## src/rtl/div_wb_queue.sv

```systemverilog
// Write-back queue behind the pipelined signed divider: tags results, applies RISC-V
// divide-by-zero/overflow overrides, buffers them and drains to the CDB. Macro: DIV_WBQ_BYPASS_EN.
module div_wb_queue #(
  parameter int WIDTH     = 32,
  parameter int TAG_WIDTH = 5,
  parameter int DEPTH     = 16,
  parameter int CNT_W     = $clog2(DEPTH + 1)
) (
  input  logic                 clk,
  input  logic                 rst_n,
  input  logic                 flush,
  input  logic                 issue_valid,
  output logic                 issue_ready,
  input  logic [TAG_WIDTH-1:0] issue_tag,
  input  logic                 issue_is_rem,
  input  logic [WIDTH-1:0]     issue_dividend,
  input  logic [WIDTH-1:0]     issue_divisor,
  input  logic                 div_valid,
  input  logic [TAG_WIDTH-1:0] div_tag,
  input  logic [WIDTH-1:0]     div_quotient,
  input  logic [WIDTH-1:0]     div_remainder,
  output logic                 cdb_valid,
  input  logic                 cdb_ready,
  output logic [TAG_WIDTH-1:0] cdb_tag,
  output logic [WIDTH-1:0]     cdb_data,
  output logic [CNT_W-1:0]     occupancy
);

  localparam int AW      = $clog2(DEPTH);
  localparam int ENTRIES = 1 << TAG_WIDTH;
  localparam logic [WIDTH-1:0] MIN_INT  = {1'b1, {(WIDTH-1){1'b0}}};
  localparam logic [WIDTH-1:0] ALL_ONES = '1;

  typedef enum logic [1:0] {
    KIND_NORMAL  = 2'd0,
    KIND_DIVZERO = 2'd1,
    KIND_OVF     = 2'd2
  } kind_e;

  // Side table, indexed by ROB tag
  logic [ENTRIES-1:0] tvalid_q;
  logic [ENTRIES-1:0] rem_q;
  kind_e              kind_q [ENTRIES];
  logic [WIDTH-1:0]   dvd_q  [ENTRIES];

  // Result FIFO
  logic [TAG_WIDTH-1:0] tag_mem  [DEPTH];
  logic [WIDTH-1:0]     data_mem [DEPTH];
  logic [AW-1:0]        wr_ptr;
  logic [AW-1:0]        rd_ptr;
  logic [CNT_W-1:0]     count;
  logic [CNT_W-1:0]     in_flight;

  logic             accept;
  logic             capture;
  logic             push;
  logic             pop;
  logic             fifo_empty;
  logic             fifo_full;
  kind_e            issue_kind;
  logic [WIDTH-1:0] cap_data;

  assign accept     = issue_valid && issue_ready && !flush;
  assign capture    = div_valid && !flush;
  assign fifo_empty = (count == '0);
  assign fifo_full  = (count == CNT_W'(DEPTH));
  assign occupancy  = in_flight + count;
  assign issue_ready = (occupancy < CNT_W'(DEPTH));

  always_comb begin
    issue_kind = KIND_NORMAL;
    if (issue_divisor == '0)
      issue_kind = KIND_DIVZERO;
    else if (issue_dividend == MIN_INT && issue_divisor == ALL_ONES)
      issue_kind = KIND_OVF;
  end

  always_ff @(posedge clk or negedge rst_n) begin
    if (!rst_n) begin
      tvalid_q <= '0;
    end else if (flush) begin
      tvalid_q <= '0;
    end else begin
      if (capture) tvalid_q[div_tag]   <= 1'b0;
      if (accept)  tvalid_q[issue_tag] <= 1'b1;
    end
  end

  // Payload fields are only meaningful while tvalid is set, so they carry no reset
  always_ff @(posedge clk) begin
    if (accept) begin
      rem_q[issue_tag]  <= issue_is_rem;
      kind_q[issue_tag] <= issue_kind;
      dvd_q[issue_tag]  <= issue_dividend;
    end
  end

  always_comb begin
    cap_data = rem_q[div_tag] ? div_remainder : div_quotient;
    case (kind_q[div_tag])
      KIND_DIVZERO: cap_data = rem_q[div_tag] ? dvd_q[div_tag] : ALL_ONES;
      KIND_OVF:     cap_data = rem_q[div_tag] ? '0 : dvd_q[div_tag];
      default:      ;
    endcase
  end

  // CDB handshake: an entry transfers on a cycle where cdb_valid && cdb_ready; while
  // cdb_valid is high and cdb_ready low, cdb_tag/cdb_data hold their value.
`ifdef DIV_WBQ_BYPASS_EN
  logic bypass;
  assign bypass = capture && fifo_empty;
  assign push   = capture && !(bypass && cdb_ready);
  assign pop    = !flush && !fifo_empty && cdb_ready;

  always_comb begin
    cdb_valid = 1'b0;
    cdb_tag   = '0;
    cdb_data  = '0;
    if (!fifo_empty) begin
      cdb_valid = 1'b1;
      cdb_tag   = tag_mem[rd_ptr];
      cdb_data  = data_mem[rd_ptr];
    end else if (bypass) begin
      cdb_valid = 1'b1;
      cdb_tag   = div_tag;
      cdb_data  = cap_data;
    end
  end
`else
  assign push = capture;
  assign pop  = !flush && !fifo_empty && cdb_ready;

  always_comb begin
    cdb_valid = 1'b0;
    cdb_tag   = '0;
    cdb_data  = '0;
    if (!fifo_empty) begin
      cdb_valid = 1'b1;
      cdb_tag   = tag_mem[rd_ptr];
      cdb_data  = data_mem[rd_ptr];
    end
  end
`endif

  always_ff @(posedge clk) begin
    if (push) begin
      tag_mem[wr_ptr]  <= div_tag;
      data_mem[wr_ptr] <= cap_data;
    end
  end

  always_ff @(posedge clk or negedge rst_n) begin
    if (!rst_n) begin
      in_flight <= '0;
      count     <= '0;
      wr_ptr    <= '0;
      rd_ptr    <= '0;
    end else if (flush) begin
      in_flight <= '0;
      count     <= '0;
      wr_ptr    <= '0;
      rd_ptr    <= '0;
    end else begin
      if (accept && !capture)
        in_flight <= in_flight + CNT_W'(1);
      else if (!accept && capture)
        in_flight <= in_flight - CNT_W'(1);
      if (push && !pop)
        count <= count + CNT_W'(1);
      else if (!push && pop)
        count <= count - CNT_W'(1);
      // DEPTH is a power of two, so pointers wrap naturally
      if (push) wr_ptr <= wr_ptr + AW'(1);
      if (pop)  rd_ptr <= rd_ptr + AW'(1);
    end
  end

`ifndef SYNTHESIS
  a_capture_tag_live: assert property (@(posedge clk) disable iff (!rst_n)
    capture |-> tvalid_q[div_tag])
    else $error("div_wb_queue: result for tag %0d with no outstanding issue", div_tag);

  a_issue_tag_free: assert property (@(posedge clk) disable iff (!rst_n)
    accept |-> !tvalid_q[issue_tag])
    else $error("div_wb_queue: issue to tag %0d that is still outstanding", issue_tag);

  a_push_not_full: assert property (@(posedge clk) disable iff (!rst_n)
    push |-> !fifo_full)
    else $error("div_wb_queue: push into a full result queue");
`endif

endmodule

```

## config.mk

```make
export PLATFORM = sky130hd
export DESIGN_NAME = div_wb_queue
export DESIGN_NICKNAME = d
export VERILOG_FILES = /design/src/rtl/div_wb_queue.sv
export SDC_FILE = /design/constraint.sdc
export NUM_CORES = 2
export LEC_CHECK = 0
export BUFFER_PORTS_ARGS = -buffer_cell sky130_fd_sc_hd__buf_4
export CORE_MARGIN = 2
export CORE_UTILIZATION = 56
export DETAILED_ROUTE_END_ITERATION = 16
export HOLD_SLACK_MARGIN = 0.1
export PLACE_DENSITY = 0.76
export SETUP_SLACK_MARGIN = 0.05
export SLEW_MARGIN = 20
export SYNTH_ARGS = -nofsm -noshare
export SYNTH_HDL_FRONTEND = slang
export SYNTH_SLANG_ARGS = --single-unit
```

## constraint.sdc

```tcl
create_clock -name clk -period 4.8 [get_ports clk]
set_clock_uncertainty 0.2 [all_clocks]
set_input_delay 0.24 -clock clk [delete_from_list [all_inputs] [get_ports clk]]
set_output_delay 0.24 -clock clk [all_outputs]
set_load 0.005 [all_outputs]
```

==> results_dict.tcl <==
set metrics [dict create \
    antenna_found_initial 6 \
    timing.final.crit_share_pct 96.37 \
    first_iter_violations 4439 \
    timing.final.max_slew_violations 0 \
    ant_nets 0 \
    syn_area_per_cell_um2 18.61 \
    clk_pin_slew_ns 0.06 \
    final_hold_viol_count 0 \
    synth_edf_count 1712 \
    final_nets 4247 \
    vias 37350 \
    synth.area.top_cells "edfxtp_1 (75%), mux2i_1 (8.6%), mux4_2 (5.2%)" \
    fin_cells 5828 \
    timing.slew.headroom_pct 25.15 \
    overflow 0 \
    port_buffers 188 \
    htreeDepth 4 \
    hold_depth 3 \
    cts_tree "yes" \
    gp_congestion 0.8639 \
    post-cts-setup-buffer-count 0 \
    crit_arrival_ns 4.92 \
    dp.cells 5419 \
    r2r_setup_slack_ns 0.34 \
    synthCells 3671 \
    yosysMostFrequentCell "edfxtp_1" \
    vdd_ir_drop_max_uv 378.5 \
    synthTopCellsByCount "edfxtp_1 (1712), mux2i_1 (587), nand2_1 (209)" \
    clockRootBuffer "clkbuf_16" \
    dpl.hpwl_mm 97.38 \
    start_util_pct 56.26 \
    routedWlPerCell_um 29.77 \
    critPathMaxFanout 23 \
    syn-num-nets 3837 \
    fin_ws_ns 0.1744 \
    gr-usage-all-layers_pct 27.72 \
    vias_per_cell 6.409 \
    setup_tns_ns 0 \
    grt_max_degree 111 \
    clk_latency_ns 0.78 \
    pre_cts_ws_ns 0.3836 \
    hold_end "data_mem[3][19]" \
    status "complete, no violations" \
    die_y_um 353.2 \
    async_flop_share_pct 1.040 \
    synth_area_um2 68300 \
    drt_wl_total_mm 173.5 \
    path_class "primary input to flop" \
    yosys_warnings 0 \
    drive_gt1_share_pct 19.32 \
    holdWs_ns 0.06332 \
    final-setup-viol-count 0 \
    reg2reg_depth 11 \
    period_needed_ns 4.626 \
    numCtsBuffers 167 \
    cp-start-kind "primary input" \
    yosysUniqueCellTypes 60 \
    r2r_start "kind_q[7][0]" \
    fmax_mhz 216.2 \
    ys.flop_type "edfxtp_1" \
    antenna_cells 0 \
    io-pin-count 189 \
    drtPass1Iterations 6 \
    drv_cap 0 \
    clock_path_buffers 3 \
    worst_pin_slew_ns 1.123 \
    grt_pass1_vias 37460 \
    area_growth_pct 15.88 \
    drc 0 \
    rows 128 \
    synth_top_area_share_pct 75.27 \
    utilization_pct 65.19 \
    die_area_um2 124800 \
    grt_pass1_wl_mm 250.7 \
    worstSetupEndpointType "flop" \
    clock-sinks 1730 \
    total_leakage_power_nw 26.64 \
    r2r_end "data_mem[7][1]" \
    min_path_type "primary input to flop" \
    hold_start "div_remainder[19]" \
    ys_ff_latch 1730 \
    required_ns 5.10 \
    rsz0062_at_grt "false" \
    seq_area_frac_synth_pct 75.93 \
    synth_top_cell_by_area "edfxtp_1" \
    fp.dieW_um 353.2 \
    power.density_nw_per_um2 433.2 \
    coreArea_um2 121400 \
]
==> area by class of cell <==
| cell class | instances | area (µm²) |
|---|---|---|
| sequential | 1730 | 51870 |
| fill | 8018 | 42250 |
| multi-input combinational | 1718 | 15760 |
| clock buffer | 212 | 4518 |
| timing repair buffer | 457 | 4308 |
| tap | 1625 | 2033 |
| clock inverter | 79 | 625.6 |
| inverter | 7 | 26.28 |
==> metrics by stage <==
stage	cell area, µm²	power, mW
floorplan	68300	20.12
global placement	72770	21.92
detailed placement	72780	22.00
CTS	79060	34.40
global route	79140	35.33
finish	79140	34.29
==> power breakdown <==
part / leakage (nW) / switching (mW) / internal, mW / total [mW]
combinational: 8.34 / 2.59 / 2.08 / 4.66
sequential: 15.8 / 0.198 / 17.0 / 17.2
clock: 2.50 / 5.42 / 7.06 / 12.5
total: 26.6 / 8.20 / 26.1 / 34.3
==> registers in the layout (all words and copies together), names as in the netlist <==
name       count
dvd_q       1024
rd_ptr         4
kind_q        64
wr_ptr         4
count          5
rem_q         32
data_mem     512
tag_mem       80
in_flight      5
==> layout by cell type (no fill, tap or decap), drive strengths merged, types with 18 or more instances in the layout <==
cell,netlist,layout
a211oi,38,38
a22oi,71,71
and2,18,18
buf,119,339
clkbuf,97,212
clkinv,0,63
dfrtp,18,18
dlygate4sd3,0,118
edfxtp,1712,1712
ha,18,18
mux2i,587,587
mux4,158,158
nand2,209,209
nand3,37,37
nor2,130,130
nor4,47,47
o21ai,39,39
o221ai,101,101
o22ai,165,165
==> critical path, cell delays in order <==
cell,delay (ns)
dlygate4sd3_1,0.65
buf_6,0.34
mux4_2,0.56
mux4_2,0.48
mux2i_1,0.27
inv_1,0.08
ha_2,0.30
nor2_4,0.40
buf_4,0.29
buf_4,0.16
nand2_1,0.07
o221ai_2,0.17
dlygate4sd3_1,0.88
==> worst max path at each step <==
stage / start / to / slack [ns]
floorplan: count[0] / dvd_q[12][0] / 0.21
global placement: div_tag[0] / data_mem[14][14] / 0.40
detailed placement: div_tag[0] / data_mem[14][19] / 0.38
CTS: div_tag[0] / data_mem[11][0] / 0.14
global route: div_tag[0] / data_mem[7][1] / 0.11
finish: div_tag[0] / data_mem[7][1] / 0.17
==> per-layer routing <==
| metal | track usage, % | vias up | part of all wire, % |
|---|---|---|---|
| met5 | 0 | - | 0.036 |
| met4 | 13.34 | 10 | 5.0 |
| met3 | 4.956 | 464 | 9.0 |
| met2 | 46.11 | 2049 | 50 |
| met1 | 35.59 | 19050 | 36 |
| li1 | - | 15780 | - |
==> kinds of logic (layout without fill, tap and decap cells) <==
group | count (synthesis) | count (layout) | share of synthesized area (%)
AOI/OAI and AO/OA | 435 | 435 | 4.704
buffers and inverters | 223 | 755 | 1.537
adders and majority gates | 21 | 21 | 0.4177
muxes | 746 | 746 | 13.83
and+or+nand+nor | 500 | 500 | 3.376
xor gates and xnor gates | 16 | 16 | 0.2052
DFF | 1730 | 1730 | 75.93
==> what timing repair did <==
action | 4_1_cts | 5_1_grt
hold endpoints to repair | 1720 | 95
setup endpoints to repair | 0 | 165
hold buffers | 113 | 9
resized for setup | 0 | 2
(Power assumes the default switching activity.)
